==> config.mk <==
export PLATFORM = sky130hd
export DESIGN_NAME = reorder_buffer
export DESIGN_NICKNAME = d
export VERILOG_FILES = /design/src/rtl/core_pkg.sv /design/src/rtl/reorder_buffer.sv
export SDC_FILE = /design/constraint.sdc
export NUM_CORES = 2
export LEC_CHECK = 0
export BUFFER_PORTS_ARGS = -buffer_cell sky130_fd_sc_hd__buf_2
export CAP_MARGIN = 20
export CORE_UTILIZATION = 25
export CTS_CLUSTER_SIZE = 16
export DETAILED_ROUTE_END_ITERATION = 16
export SYNTH_ARGS = -nofsm -noshare
export SYNTH_HDL_FRONTEND = slang
export SYNTH_SLANG_ARGS = --single-unit
export TNS_END_PERCENT = 5
==> constraint.sdc <==
create_clock -name clk -period 6 [get_ports clk]
set_input_delay 0.9 -clock clk [delete_from_list [all_inputs] [get_ports clk]]
set_output_delay 0.9 -clock clk [all_outputs]
set_load 0.01 [all_outputs]
==> src/rtl/core_pkg.sv <==
`default_nettype none
// ============================================================================
//  Module   : core_pkg
//  Purpose  : Shared core types and sizing constants for the reorder buffer.
//  Revision : 1.0 - initial release
// ============================================================================
package core_pkg;

   localparam int ROB_ENTRIES  = 16;
   localparam int RETIRE_WIDTH = 2;

   typedef struct packed {
      logic [4:0]  dest_reg;
      logic        wb_en;
      logic [31:0] pc;
      logic        mispred;
      logic        exception;
   } rob_entry_t;

   typedef struct packed {
      logic valid;
      logic ready;
   } rob_status_t;

endpackage
`default_nettype wire

==> src/rtl/reorder_buffer.sv <==
`default_nettype none
// ============================================================================
//  Module   : reorder_buffer
//  Purpose  : Circular in-order retire buffer with multi-wide retire and flush.
//  Revision : 1.0 - initial release
// ============================================================================
module reorder_buffer
   import core_pkg::*;
#(
   parameter int ROB_ENTRIES  = core_pkg::ROB_ENTRIES,
   parameter int RETIRE_WIDTH = core_pkg::RETIRE_WIDTH
) (
   input  logic                                   clk,
   input  logic                                   rst,
   input  logic                                   alloc_valid,
   input  rob_entry_t                             alloc_entry,
   output logic                                   alloc_ready,
   output logic [$clog2(ROB_ENTRIES)-1:0]         alloc_idx,
   input  logic                                   cmpl_valid,
   input  logic [$clog2(ROB_ENTRIES)-1:0]         cmpl_idx,
   input  logic [31:0]                            cmpl_result,
   input  logic                                   cmpl_mispred,
   input  logic                                   cmpl_exception,
   output logic [RETIRE_WIDTH-1:0]                retire_valid,
   output rob_entry_t [RETIRE_WIDTH-1:0]          retire_entry,
   output logic [RETIRE_WIDTH-1:0][31:0]          retire_result,
   output logic                                   flush,
   output logic [31:0]                            flush_pc,
   output logic [$clog2(ROB_ENTRIES):0]           count,
   output logic                                   empty
);

   localparam int            IW      = $clog2(ROB_ENTRIES);
   localparam int            CW      = IW + 1;
   localparam logic [CW-1:0] c_depth = CW'(ROB_ENTRIES);

   logic [IW-1:0] r_head;
   logic [IW-1:0] r_tail;
   logic [CW-1:0] r_count;
   rob_status_t   r_status [ROB_ENTRIES];
   rob_entry_t    r_entry  [ROB_ENTRIES];
   logic [31:0]   r_result [ROB_ENTRIES];

   logic [RETIRE_WIDTH-1:0] w_ret;
   logic [CW-1:0]           w_ret_cnt;
   logic [IW-1:0]           w_slot_idx [RETIRE_WIDTH];
   logic                    w_flush;
   logic                    w_alloc_fire;
   logic                    w_cmpl_fire;

   // Only slot 0 may carry a mispredict/exception, so the flush always
   // coincides with that entry being the oldest one retiring.
   always_comb begin
      logic v_chain;
      logic v_clean;
      w_ret         = '0;
      w_ret_cnt     = '0;
      retire_entry  = '0;
      retire_result = '0;
      v_chain       = !rst;
      for (int i = 0; i < RETIRE_WIDTH; i++) begin
         w_slot_idx[i]    = r_head + IW'(i);
         v_clean          = !r_entry[w_slot_idx[i]].mispred && !r_entry[w_slot_idx[i]].exception;
         w_ret[i]         = v_chain && r_status[w_slot_idx[i]].valid && r_status[w_slot_idx[i]].ready
                            && ((i == 0) || v_clean);
         v_chain          = w_ret[i] && v_clean;
         w_ret_cnt        = w_ret_cnt + CW'(w_ret[i]);
         retire_entry[i]  = r_entry[w_slot_idx[i]];
         retire_result[i] = r_result[w_slot_idx[i]];
      end
      retire_entry[0].wb_en = r_entry[r_head].wb_en && !r_entry[r_head].exception;
   end

   assign w_flush      = w_ret[0] && (r_entry[r_head].mispred || r_entry[r_head].exception);
   assign w_alloc_fire = alloc_valid && alloc_ready && !rst;
   assign w_cmpl_fire  = cmpl_valid && r_status[cmpl_idx].valid && !w_flush;

   assign retire_valid = w_ret;
   assign flush        = w_flush;
   assign flush_pc     = w_flush ? r_entry[r_head].pc : 32'h0;
   assign alloc_ready  = rst || ((r_count < c_depth) && !w_flush);
   assign alloc_idx    = rst ? '0 : r_tail;
   assign count        = rst ? '0 : r_count;
   assign empty        = (count == '0);

   always_ff @(posedge clk) begin
      if (rst || w_flush) begin
         r_head  <= '0;
         r_tail  <= '0;
         r_count <= '0;
         for (int i = 0; i < ROB_ENTRIES; i++) begin
            r_status[i] <= '0;
         end
      end else begin
         if (w_cmpl_fire) begin
            r_status[cmpl_idx].ready <= 1'b1;
         end
         for (int i = 0; i < RETIRE_WIDTH; i++) begin
            if (w_ret[i]) begin
               r_status[w_slot_idx[i]] <= '0;
            end
         end
         if (w_alloc_fire) begin
            r_status[r_tail] <= '{valid: 1'b1, ready: 1'b0};
         end
         r_head  <= r_head + IW'(w_ret_cnt);
         r_tail  <= r_tail + IW'(w_alloc_fire);
         r_count <= r_count + CW'(w_alloc_fire) - w_ret_cnt;
      end
   end

   // Payload is qualified by the status bits, so it carries no reset.
   always_ff @(posedge clk) begin
      if (w_alloc_fire) begin
         r_entry[r_tail] <= alloc_entry;
      end
      if (w_cmpl_fire) begin
         r_result[cmpl_idx]          <= cmpl_result;
         r_entry[cmpl_idx].mispred   <= r_entry[cmpl_idx].mispred   | cmpl_mispred;
         r_entry[cmpl_idx].exception <= r_entry[cmpl_idx].exception | cmpl_exception;
      end
   end

endmodule
`default_nettype wire

==> After elaboration in Yosys (flattened, before gate mapping) <==
Memory sizes are Yosys's and may differ from the RTL's. A register that Yosys moved wholly into a read port is not among the register bits.
Cells that the tools add are included.
Widths: inputs -> output; s select.
{ "totals": {"memories": 3, "mem_bits_rw": 1184, "wordCells": 78, "register_bits": 13, "input_bits": 82} }
{ "memory_table": {"columns": ["memory", "depth", "width", "read_ports", "rd_ports_with_merged_regs", "write_ports", "line", "text"], "rows": [
  ["r_entry", 16, 40, 3, 1, 2, "reorder_buffer.sv:41", "rob_entry_t r_entry [ROB_ENTRIES];"],
  ["r_result", 16, 32, 2, 1, 1, "reorder_buffer.sv:42", "logic [31:0] r_result [ROB_ENTRIES];"],
  ["r_status", 16, 2, 3, 1, 16, "reorder_buffer.sv:40", "rob_status_t r_status [ROB_ENTRIES];"]
]} }
{ "op_classes": {"magnitude_cmp": 1, "n_reduce_logical": 29, "mux": 34, "n_bitwise": 2, "add_sub_neg": 6} }
{ "op_table": {"columns": ["op", "n"], "rows": [
  ["$mux 32", 1],
  ["$mux 4", 8],
  ["$mux 1", 19],
  ["$logic_and 1x1->1", 15],
  ["$mux 2", 5],
  ["$reduce_or 2->1", 4],
  ["$logic_not 1->1", 6],
  ["$add 5x1->5", 1],
  ["$logic_not 5->1", 1],
  ["$lt 5x5->1 const B", 1],
  ["$mux 5", 1],
  ["$sub 5x2->5", 1],
  ["$add 4x1->4", 1],
  ["$add 4x1->4 const B", 1],
  ["$add 4x2->4", 1],
  ["$logic_or 1x1->1", 3],
  ["$add 1x1->2", 1],
  ["$or 1x1->1", 2]
]} }

==> Logic depth before layout (Yosys ltp) <==
{ "logic_depth": {"depth_word": 14, "depth_mapped": 23, "mapped_depth_nobuf": 16} }

==> Worst setup path after synthesis <==
Ideal clock, no wire load.
{ "synth_path": {"path_kind": "register to register", "startpoint": "register r_head[1]", "endpoint": "register r_count[4]", "slack_ns": -0.155, "synth_period_minus_slack_ns": 6.155, "stages_incl_launch_ff": 23, "path_buffers": 8, "arrival_ns": 6.038, "setup_ns": 0.117, "path_cell_list": "dfxtp_1 > buf_6 > buf_2 > buf_2 > clkbuf_1 > buf_1 > inv_1 > ha_1 > buf_2 > buf_2 > buf_1 > o21ai_0 > mux4_2 > nor4_1 > ha_1 > ha_1 > inv_1 > ha_1 > fa_1 > a21o_1 > a21oi_1 > xnor2_1 > nor2_1"} }
{ "synth_between": {"elab_chain_cells": 7, "elab_cells_between_ends": 11, "cone_classes": "add/sub (3); reduce/logical (6); memory (2)"} }
{ "synth_lines": {"columns": ["element", "line", "text"], "rows": [
  ["start: declaration", "reorder_buffer.sv:37", "logic [IW-1:0] r_head;"],
  ["start signal: assignment", "reorder_buffer.sv:106", "r_head <= r_head + IW'(w_ret_cnt);"],
  ["$add 4x1->4 (*)", "reorder_buffer.sv:62", "w_slot_idx[i] = r_head + IW'(i);"],
  ["$mem_v2 16x2 or $mem_v2 16x40 (tied branches)", null, null],
  ["$logic_and 1x1->1 or $logic_not 1->1 (tied branches)", "reorder_buffer.sv:64, reorder_buffer.sv:63", null],
  ["$logic_and 1x1->1, on equally long branches", "reorder_buffer.sv:64, reorder_buffer.sv:63", null],
  ["$logic_and 1x1->1 (*)", "reorder_buffer.sv:65", "&& ((i == 0) || v_clean);"],
  ["named net retire_valid[1]", "reorder_buffer.sv:24", "output logic [RETIRE_WIDTH-1:0] retire_valid,"],
  ["$add 1x1->2 (*)", "reorder_buffer.sv:67", "w_ret_cnt = w_ret_cnt + CW'(w_ret[i]);"],
  ["$sub 5x2->5 (*)", "reorder_buffer.sv:108", "r_count <= r_count + CW'(w_alloc_fire) - w_ret_cnt;"],
  ["end signal: assignment", "reorder_buffer.sv:108", null],
  ["end: declaration", "reorder_buffer.sv:39", "logic [CW-1:0] r_count;"]
]} }
The timed path passes the listed nets; every way through them passes the cells marked *.
A chain may end at the register's enable or synchronous reset.

==> impl_metrics.yaml <==
clock_network:
  ctsHoldBuffers: 0
  cts.path.max_buffers: 3
  cts_tree: "built"
  root_buffer: "clkbuf_16"
  ctsResizeCount: 0
  postCtsSetupBuffers: 0
  clk_latency_ns: 0.79
  cts_buffers: 135
  htree_levels: 4
  clk_pin_slew_ns: 0.06
  clock_sinks: 1197
synthesis:
  synth.area.top_cells: "edfxtp_1 62%, mux4_2 30%, dfxtp_1 1.6%, clkbuf_1 0.75%, mux2i_1 0.41%"
  avgSynthCellArea_um2: 21.5
  yosysTopAreaCell: "edfxtp_1"
  ys.flop_type: "edfxtp_1"
  ys_types: 52
  async_reset_ff_share_pct: 0
  ys_warn_count: 0
  synth_cells: 2591
  ys_seq_elements: 1197
  syn_area_um2: 55700
  yosysSeqAreaShare_pct: 63.7
  synth_nets: 2693
  synth_top_area_share_pct: 62.1
  synth_edf_count: 1152
power_and_ir_drop:
  ir_worst_vdd_mv: 0.267
  power_density_nw_per_um2: 274
  total_power_mw: 17.9
  p_leak_nw: 19.5
placement:
  dpl.hpwl_mm: 94.0
  io_buffers: 271
  dp.cells: 5694
  gp_congestion: 0.883
  place_ws_ns: 1.03
final_layout:
  areaGrowthSynthToFinish_pct: 17.3
  final_cells: 5938
  final_common_cell: "edfxtp_1"
  fillCellCount: 21400
  mostFrequentLayoutCells: "1152 x edfxtp_1, 736 x mux4_2, 271 x buf_2, 136 x clkbuf_16, 51 x buf_4"
  drive_above_1_share_pct: 44.4
  finalNetCount: 2975
timing:
  timing.final.crit_share_pct: 92.7
  fin_crit_ns: 5.56
  setup_viol: 0
  finalSetupTns_ns: 0
  finalClockSkew_ns: 0.0526
  hold_viol: 0
  max-slew-margin-rel_pct: 27.1
  worst_slack_ns: 0.441
  final_max_slew_viol_count: 0
  tightestPinTransition_ns: 1.08
  grt_setup_unrepaired: "no"
  fmax_ghz: 0.180
worst_setup_path:
  worstSetupStartpoint: "r_head[0]"
  crit_end: "retire_result[37]"
  end_kind: "output port"
  worst_ep_arrival_time_ns: 4.66
  reg2reg_to: "r_count[4]"
  worstPathRequired_ns: 5.10
  rr_worst_depth: 14
  rrSetupSlack_ns: 0.99
  cp-start-kind: "register"
  crit_fanout: 131
  criticalPathCategory: "reg2out"
  regToRegStartpoint: "r_head[1]"
global_routing:
  grt_overflow_total: 0
  grt_pass1_vias: 30900
  grt_first_pass_wirelength_mm: 229
  grt_use_total_pct: 14.2
  grt_max_degree: 144
  antenna_found_initial: 29
routing:
  vias: 30200
  drc_errors: 0
  ant_nets: 0
  drt-initial-drc-count: 3089
  vias_per_cell: 5.09
  wl_per_cell_um: 27.2
  drtPass1Iterations: 5
  drt_wl_total_mm: 161
floorplanning:
  dieArea_um2: 225000
  core_region_area_um2: 221000
  io_pins: 272
  die-width_um: 474
  row_count: 172
  die_h_um: 474
  initial_core_util_pct: 25.3
min_path:
  min_path_type: "in2reg"
  hp-start: "alloc_entry[28]"
flow_run:
  drv_cap: 0
status:
  status: "finished, final reports clean"
==> per-stage QoR <==
| stage | instance area [um2] | util [%] | hold WS [ns] |
|---|---|---|---|
| global placement | 61000 | 27.7 | 0.480 |
| finish | 65400 | 29.6 | 0.484 |
| CTS | 65400 | 29.6 | 0.398 |
| detailed placement | 61000 | 27.7 | 0.484 |
| floorplan | 55700 | - | 0.449 |
| global route | 65400 | 29.6 | 0.425 |
==> layer usage <==
layer	wire length (um)	part of all wire (%)	GRT usage, %
met5	183	0.11	0
met4	4130	2.6	4.33
met3	12800	7.9	3.47
met2	79400	49	23.6
met1	64800	40	18.1
==> kinds of logic after synthesis <==
kind of cell,count (synthesis),synth area share [%]
DFF,1197,63.7
muxes,761,30.2
and+or+nand+nor,265,2.49
buffers and inverters,237,1.75
AOI/OAI and AO/OA,101,1.21
adders and majority gates,20,0.476
xor gates and xnor gates,10,0.157
==> layout make-up <==
type	instances	area, um2	share of cell area, %
antenna	5	12.5	0.0191
inverter	36	146	0.224
multi-input combinational	1157	19400	29.7
tap	2958	3700	5.66
timing repair buffer	346	2220	3.40
clock inverter	63	773	1.18
clock buffer	176	3560	5.45
sequential	1197	35500	54.3
==> cell usage after synthesis (3+ instances only) <==
master	number
a21oi_1	19
inv_1	34
nor2b_1	15
dfxtp_1	45
buf_6	3
o2bb2ai_1	10
nand4_1	12
a22oi_1	16
a21o_1	6
xor2_1	5
mux4_2	736
nand3_1	36
xnor2_1	5
clkbuf_1	112
or2_2	9
buf_2	44
edfxtp_1	1152
nor2_1	44
or3_1	3
a31o_2	3
o21ai_0	22
nor4_1	13
or4_1	3
o211ai_1	4
a211oi_1	4
nand2b_1	7
mux2i_1	23
and3_1	36
o22ai_1	8
nor3_1	21
nand2_1	47
buf_1	41
ha_1	18
o21bai_1	3
and2_1	9
==> registers in the layout, summed over array words and instances (netlist names) <==
name      count
r_count       5
r_entry     640
r_head        4
r_result    512
r_status     32
r_tail        4
==> worst min path at each step <==
stage                 endpoint  slack (ns)  cells past startpoint
2_1_floorplan  r_status[11][0]        0.45                      2
3_3_place_gp   r_status[15][1]        0.48                      2
3_5_place_dp   r_status[14][1]        0.48                      2
4_1_cts        r_entry[10][24]        0.40                      1
5_1_grt        r_entry[10][24]        0.43                      1
6_report        r_entry[8][28]        0.48                      1
==> power breakdown <==
part / internal (mW) / leakage [nW] / switching (mW)
clock: 4.67 / 2.08 / 3.47
sequential: 9.21 / 10.8 / 0.0374
combinational: 0.186 / 6.69 / 0.352
==> critical path, stage by stage, from the launching register on <==
cell     delay, ns
dfxtp_4       0.36
buf_4         0.46
buf_12        0.64
buf_4         0.86
mux4_2        0.63
mux4_2        0.49
buf_2         0.16
Power figures use the tool's default switching activity.
